`config.mk`:
```
export PLATFORM = sky130hd
export DESIGN_NAME = voice_alloc
export DESIGN_NICKNAME = d
export VERILOG_FILES = /design/src/rtl/voice_alloc.sv
export SDC_FILE = /design/constraint.sdc
export NUM_CORES = 1
export LEC_CHECK = 0
export ABC_AREA = 0
export CAP_MARGIN = 5
export CORE_UTILIZATION = 55
export DETAILED_ROUTE_END_ITERATION = 10
export PLACE_DENSITY_LB_ADDON = 0.2
export SLEW_MARGIN = 10
export SYNTH_ARGS = -nofsm -noshare
export SYNTH_HDL_FRONTEND = slang
export SYNTH_SLANG_ARGS = --single-unit
```
`constraint.sdc`:
```
create_clock -name clk -period 14.6 [get_ports clk]
set_clock_uncertainty 0.2 [all_clocks]
set_input_delay 2.92 -clock clk [delete_from_list [all_inputs] [get_ports clk]]
set_output_delay 2.92 -clock clk [all_outputs]
set_load 0.05 [all_outputs]
```
`src/rtl/voice_alloc.sv`:
```
// Polyphonic voice allocator: scans the synchronized held-key mask one key per
// cycle and maps presses onto oscillator voices, stealing the oldest when full.
module voice_alloc #(
  parameter int               NUM_VOICES = 4,
  parameter int               KEY_W      = 20,
  parameter logic [KEY_W-1:0] VALID_MASK = 20'h07FFF
) (
  input  logic                    clk,
  input  logic                    ar,
  input  logic [KEY_W-1:0]        key_mask,
  input  logic                    panic,
  output logic [NUM_VOICES-1:0]   voice_on,
  output logic [NUM_VOICES*5-1:0] voice_key,
  output logic [NUM_VOICES-1:0]   voice_trig,
  output logic [3:0]              free_cnt
);
  localparam int         VW       = (NUM_VOICES > 1) ? $clog2(NUM_VOICES) : 1;
  localparam logic [4:0] IDX_LAST = 5'(KEY_W - 1);

  logic [KEY_W-1:0]            s1, s2, m;
  logic [KEY_W-1:0]            held, held_n;
  logic [4:0]                  idx;
  logic [NUM_VOICES-1:0][7:0]  age, age_n;
  logic [NUM_VOICES-1:0]       on_n, trig_n;
  logic [NUM_VOICES*5-1:0]     key_n;
  logic [3:0]                  free_n;
  logic                        press, rel;
  logic                        free_found;
  logic [VW-1:0]               free_idx, old_idx, target;
  logic [7:0]                  old_age;

  assign m     = s2 & VALID_MASK;
  assign press = m[idx] & ~held[idx];
  assign rel   = ~m[idx] & held[idx];

  // Victim choice: lowest free voice, else the oldest (lowest index on ties).
  always_comb begin
    free_found = 1'b0;
    free_idx   = '0;
    old_idx    = '0;
    old_age    = age[0];
    for (int v = 0; v < NUM_VOICES; v++) begin
      if (!voice_on[v] && !free_found) begin
        free_found = 1'b1;
        free_idx   = VW'(v);
      end
    end
    for (int v = 1; v < NUM_VOICES; v++) begin
      if (age[v] > old_age) begin
        old_age = age[v];
        old_idx = VW'(v);
      end
    end
    target = free_found ? free_idx : old_idx;
  end

  always_comb begin
    on_n   = voice_on;
    key_n  = voice_key;
    trig_n = '0;
    age_n  = age;
    held_n = held;
    if (panic) begin
      on_n   = '0;
      age_n  = '0;
      held_n = m;
    end else if (press) begin
      held_n[idx] = 1'b1;
      for (int v = 0; v < NUM_VOICES; v++) begin
        if (VW'(v) == target) begin
          on_n[v]          = 1'b1;
          key_n[5*v +: 5]  = idx;
          trig_n[v]        = 1'b1;
          age_n[v]         = 8'd0;
        end else if (age[v] != 8'hFF) begin
          age_n[v] = age[v] + 8'd1;
        end
      end
    end else if (rel) begin
      held_n[idx] = 1'b0;
      // A stolen key finds no owner here and the release is simply absorbed.
      for (int v = 0; v < NUM_VOICES; v++) begin
        if (voice_on[v] && (voice_key[5*v +: 5] == idx)) on_n[v] = 1'b0;
      end
    end
  end

  always_comb begin
    free_n = '0;
    for (int v = 0; v < NUM_VOICES; v++) free_n = free_n + {3'b000, ~on_n[v]};
  end

  always_ff @(posedge clk or negedge ar) begin
    if (!ar) begin
      s1         <= '0;
      s2         <= '0;
      held       <= '0;
      idx        <= '0;
      age        <= '0;
      voice_on   <= '0;
      voice_key  <= '0;
      voice_trig <= '0;
      free_cnt   <= 4'(NUM_VOICES);
    end else begin
      s1         <= key_mask;
      s2         <= s1;
      idx        <= (idx == IDX_LAST) ? 5'd0 : idx + 5'd1;
      held       <= held_n;
      age        <= age_n;
      voice_on   <= on_n;
      voice_key  <= key_n;
      voice_trig <= trig_n;
      free_cnt   <= free_n;
    end
  end

endmodule
```
# After elaboration in Yosys (flattened, before gate mapping)
# Index checks and enable logic that the tools add are counted.
# classes
n_reduce_logical	28
n_bitwise	12
n_eq_ne	12
addsub	8
n_mux	50
n_lt_le_gt_ge	5
# op_table
operator	n
$mux W8	10
$mux W32	2
$mux W20	3
$add A8 B1 Y8 const B	4
$ne A8 B8 Y1 const B	4
$gt A8 B8 Y1	3
$mux W1	21
$and A20 B20 Y20	1
$eq A5 B5 Y1	4
$mux W4	5
$not A20 Y20	1
$or A20 B20 Y20	1
$reduce_bool A3 Y1	5
$reduce_and A3 Y1	4
$bmux W1 S5	2
$mux W2	5
$logic_and A1 B1 Y1	8
$reduce_and A2 Y1	4
$not A1 Y1	7
$lt A5 B6 Y1 const B	1
$add A5 B1 Y5 const B	1
$demux W1 S5	1
$eq A5 B5 Y1 const B	1
$ge A5 B1 Y1 const B	1
other kinds (10)	16
# totals
in_bits	23
register_bits	119

# Logic depth before layout (Yosys ltp)
# depth
ltp_word	18
ltp_mapped	27
ltp_nobuf	25

# Worst setup path after synthesis
# No wires, ideal clock.
# synth_timing
path_type	reg2reg
from	reg age[5] (netlist bit)
to	reg free_cnt[1]
synth_period_minus_slack_ns	6.324
setup_ns	0.126
path_stages_with_launch	26
t_arrival_ns	5.999
required_time_ns	14.274
path_slack_ns	8.276
path_cell_list	dfrtp_1 inv_1 ha_1 a211oi_1 nor2_1 nor4bb_1 or2_2 clkbuf_1 mux2i_1 ha_1 nor2b_1 o211ai_1 a211oi_1 nor2_1 clkbuf_1 o21ai_0 ha_1 and3_1 a221o_1 a22oi_1 a31oi_1 nor3_4 nor2_1 fa_1 ha_1 ha_1
# synth_via
elab_chain_cells	15
# synth_lines
element	line_no	rtl
start, declared	23	logic [NUM_VOICES-1:0][7:0] age, age_n;
start signal, assigned	109	age <= age_n;
$gt A8 B8 Y1	49	if (age[v] > old_age) begin
$mux W8	49	
$gt A8 B8 Y1	49	
$mux W8	49	
$gt A8 B8 Y1	49	
$mux W2 (*)	49	
$mux W2 (*)	54	target = free_found ? free_idx : old_idx;
$eq A1 B2 Y1 / $logic_not A2 Y1 (equally long branches)	70	if (VW'(v) == target) begin
$mux W1	70	
$mux W4 (*)	67	end else if (press) begin
$mux W4 (*)	63	if (panic) begin
$not A1 Y1	90	for (int v = 0; v < NUM_VOICES; v++) free_n = free_n + {3'b000, ~on_n[v]};
$add A1 B1 Y2	90	
$add A2 B1 Y3	90	
$add A3 B1 Y4 (*)	90	
via free_n[1]	26	logic [3:0] free_n;
end signal, assigned	103	free_cnt <= 4'(NUM_VOICES);
end signal, assigned	113	free_cnt <= free_n;
end, declared	15	output logic [3:0] free_cnt
# Mark *: on every way through the listed nets, which the timed path passes. The rest lies on a longest branch.
# A chain may end at the register's enable or synchronous reset.

# Worst setup path after layout
# Same ends and word-level chain as after synthesis.

==> impl_metrics.tcl <==
set metrics [dict create \
    final_cell_mix "117 x dfrtp_1, 46 x clkdlybuf4s50_1, 39 x nand2_1, 37 x a21oi_1, 36 x inv_1" \
    io_buffers 48 \
    final-hold-violation-count 0 \
    cts-root-buf "clkbuf_16" \
    route.met3.wl_um 678 \
    max_cap_violations 0 \
    wl_met2_mm 7.38 \
    io_pins 55 \
    cp.required_ps 14700 \
    setup_tns_ps 0 \
    routabilityCongestion 0.886 \
    row_count 39 \
    dr.pass1.iters 5 \
    dpl.hpwl_mm 9.97 \
    cts_tree "done" \
    finalCritPeriodShare 0.493 \
    path_buf_inv 1 \
    clkSinkCount 118 \
    syn2layout_area_growth_pct 18.0 \
    post_cts_buffers 0 \
    async_reset_ff_frac 1.00 \
    ant_nets 0 \
    cp_cell_sequence "inv_1 -> ha_1 -> a211oi_1 -> nor2_1 -> nor4bb_1 -> or2_2 -> mux2i_1 -> ha_1 -> nor2b_1 -> o211ai_1 -> a211oi_1 -> nor2_1 -> o21ai_0 -> ha_1 -> and3_1 -> a221o_1 -> a22oi_1 -> a31oi_1 -> nor3_4 -> nor2_1 -> fa_1 -> ha_1 -> ha_1" \
    core-area_um2 11400 \
    routed_wl_mm 15.1 \
    grt_max_degree 73 \
    power_density_nw_per_um2 132 \
    dieArea_um2 12200 \
    start_util 0.566 \
    clk_pin_slew_ps 60 \
    cp_common_cell "ha_1" \
    status "completed" \
    setup_violations 0 \
    drc 0 \
    layout-drive-gt1-share 0.123 \
    syn_nets 678 \
    synth_flop_cell "dfrtp_1" \
    grt_antenna_before_repair 0 \
    ys_ff_latch 118 \
    insertion_delay_ps 420 \
    highest_layer "met4" \
    hp-class "register to register" \
    total_leakage_power_nw 3.31 \
    clk_path_buf_depth 2 \
    synth_area_per_cell_um2 10.4 \
    layout.nets 719 \
    rrSetupSlack_ps 7410 \
    wl_met1_mm 6.73 \
    cts_buffers 17 \
    grt_pass1_wl_mm 25.0 \
    hold_buffers 0 \
    crit_fanout 15 \
    grt_pass1_vias 5048 \
    relSlewSlack 0.372 \
    slew_viol_final 0 \
    drtIter0Drc 433 \
    htreeDepth 4 \
    antennaDiodeCount 0 \
    via_per_inst 6.19 \
    cp_slowest_cell "nor2_1" \
    ctsResizeCount 0 \
    grt_util_all_layers 0.273 \
    cp.arrival_ps 7300 \
    ys_warn_count 0 \
    wire_per_inst_um 18.5 \
    vias 5060 \
    dp_slack_ps 7470 \
    crit_family "simple AND/OR/NAND/NOR gates" \
    cp-start-kind "register" \
    fillerInstances 861 \
    synth.yosys.seq_area_share 0.457 \
    timing.fmax_ghz 0.139 \
    die_w_um 110 \
    worst_pin_slew_ps 937 \
    final.min_clock_period_ps 7190 \
    synthCells 620 \
    synth_cell_types 70 \
    grt_overflow 0 \
    setup_slack_ps 7410 \
    synth_edf_count 0 \
    cpPeakStageDelay_ps 590 \
    synth_area_um2 6460 \
    vdd_drop_max_uv 133 \
    final_common_cell "dfrtp_1" \
    die_y_um 110 \
    rsz0062_at_grt "false" \
    critical_path.endpoint_type "register" \
    critPathKind "register to register" \
]
## final timing paths
| path | cells after the start | start | end |
|---|---|---|---|
| max | 23 | age[5] | free_cnt[1] |
| min | 0 | s1[0] | s2[0] |
| max reg2reg | 23 | age[5] | free_cnt[1] |
| min reg2reg | 0 | s1[0] | s2[0] |
| max in group asynchronous | 2 | ar | idx[3] |
| min in group asynchronous | 1 | ar | age[27] |
## per-stage QoR
step	utilization	area, um2	power [mW]	hold WS, ps	std cells
CTS	0.667	7620	1.01	148	817
global route	0.667	7620	1.05	152	817
detailed placement	0.612	6990	0.564	136	785
global placement	0.612	6990	0.556	133	785
floorplan	-	6460	0.506	131	620
finish	0.667	7620	1.01	147	817
## Yosys cell counts, types with 6 or more instances
library cell | n | share of area
dfrtp_1 | 117 | 0.45
nand2_1 | 39 | 0.023
a21oi_1 | 37 | 0.029
inv_1 | 36 | 0.021
ha_1 | 34 | 0.066
o21ai_0 | 31 | 0.024
nor2_1 | 27 | 0.016
nand3_1 | 19 | 0.015
mux2_2 | 17 | 0.030
clkbuf_1 | 16 | 0.0093
nor3_1 | 13 | 0.010
a31oi_1 | 12 | 0.012
mux2i_1 | 12 | 0.019
nor2b_1 | 12 | 0.012
xor2_1 | 11 | 0.015
a311oi_1 | 10 | 0.014
and3_1 | 10 | 0.0097
xnor2_1 | 10 | 0.014
a21o_1 | 9 | 0.010
and2_1 | 8 | 0.0078
nand4_1 | 8 | 0.0078
a221o_1 | 7 | 0.011
nand2b_1 | 7 | 0.0068
a41oi_1 | 6 | 0.0081
buf_2 | 6 | 0.0047
mux4_2 | 6 | 0.021
o31ai_1 | 6 | 0.0070
## worst register-to-register path, delay by kind of cell, from the launching register on
family	cells	cell delay (ps)
buffers and inverters	1	120
adders and majority gates	6	1920
DFF	1	420
AOI/OAI and AO/OA	7	1740
and+or+nand+nor	8	2320
muxes	1	360
## cells by family (layout without fill, tap and decap cells)
group / Yosys count / in the layout / synth area share
compound gates: 176 / 176 / 0.189
simple gates: 163 / 163 / 0.132
flops: 118 / 118 / 0.457
buf+inv: 67 / 121 / 0.0448
mux: 39 / 39 / 0.0785
fa+ha+maj: 35 / 35 / 0.0690
xor+xnor: 21 / 21 / 0.0285
other cells: 1 / 1 / 0.000581
## final cells by class
cell class                 count  area (um2)  share of cell area
sequential                   118        2950               0.388
multi-input combinational    435        3210               0.422
timing repair buffer          53         510              0.0670
inverter                      36         135              0.0177
tap                          143         179              0.0235
clock inverter                14         198              0.0259
clock buffer                  18         429              0.0563
## power by group
part | total (mW) | leakage, nW | switching, mW | internal, mW
Sequential | 0.367 | 1.52 | 0.0180 | 0.349
Clock | 0.445 | 0.302 | 0.158 | 0.287
Combinational | 0.194 | 1.49 | 0.117 | 0.0771
## layer usage
metal | GRT usage | vias to the layer above
met1 | 0.350 | 2505
met5 | 0 | -
li1 | - | 2380
met4 | 0.114 | 0
met3 | 0.0641 | 28
met2 | 0.443 | 147
Power figures use the tool's default switching activity.
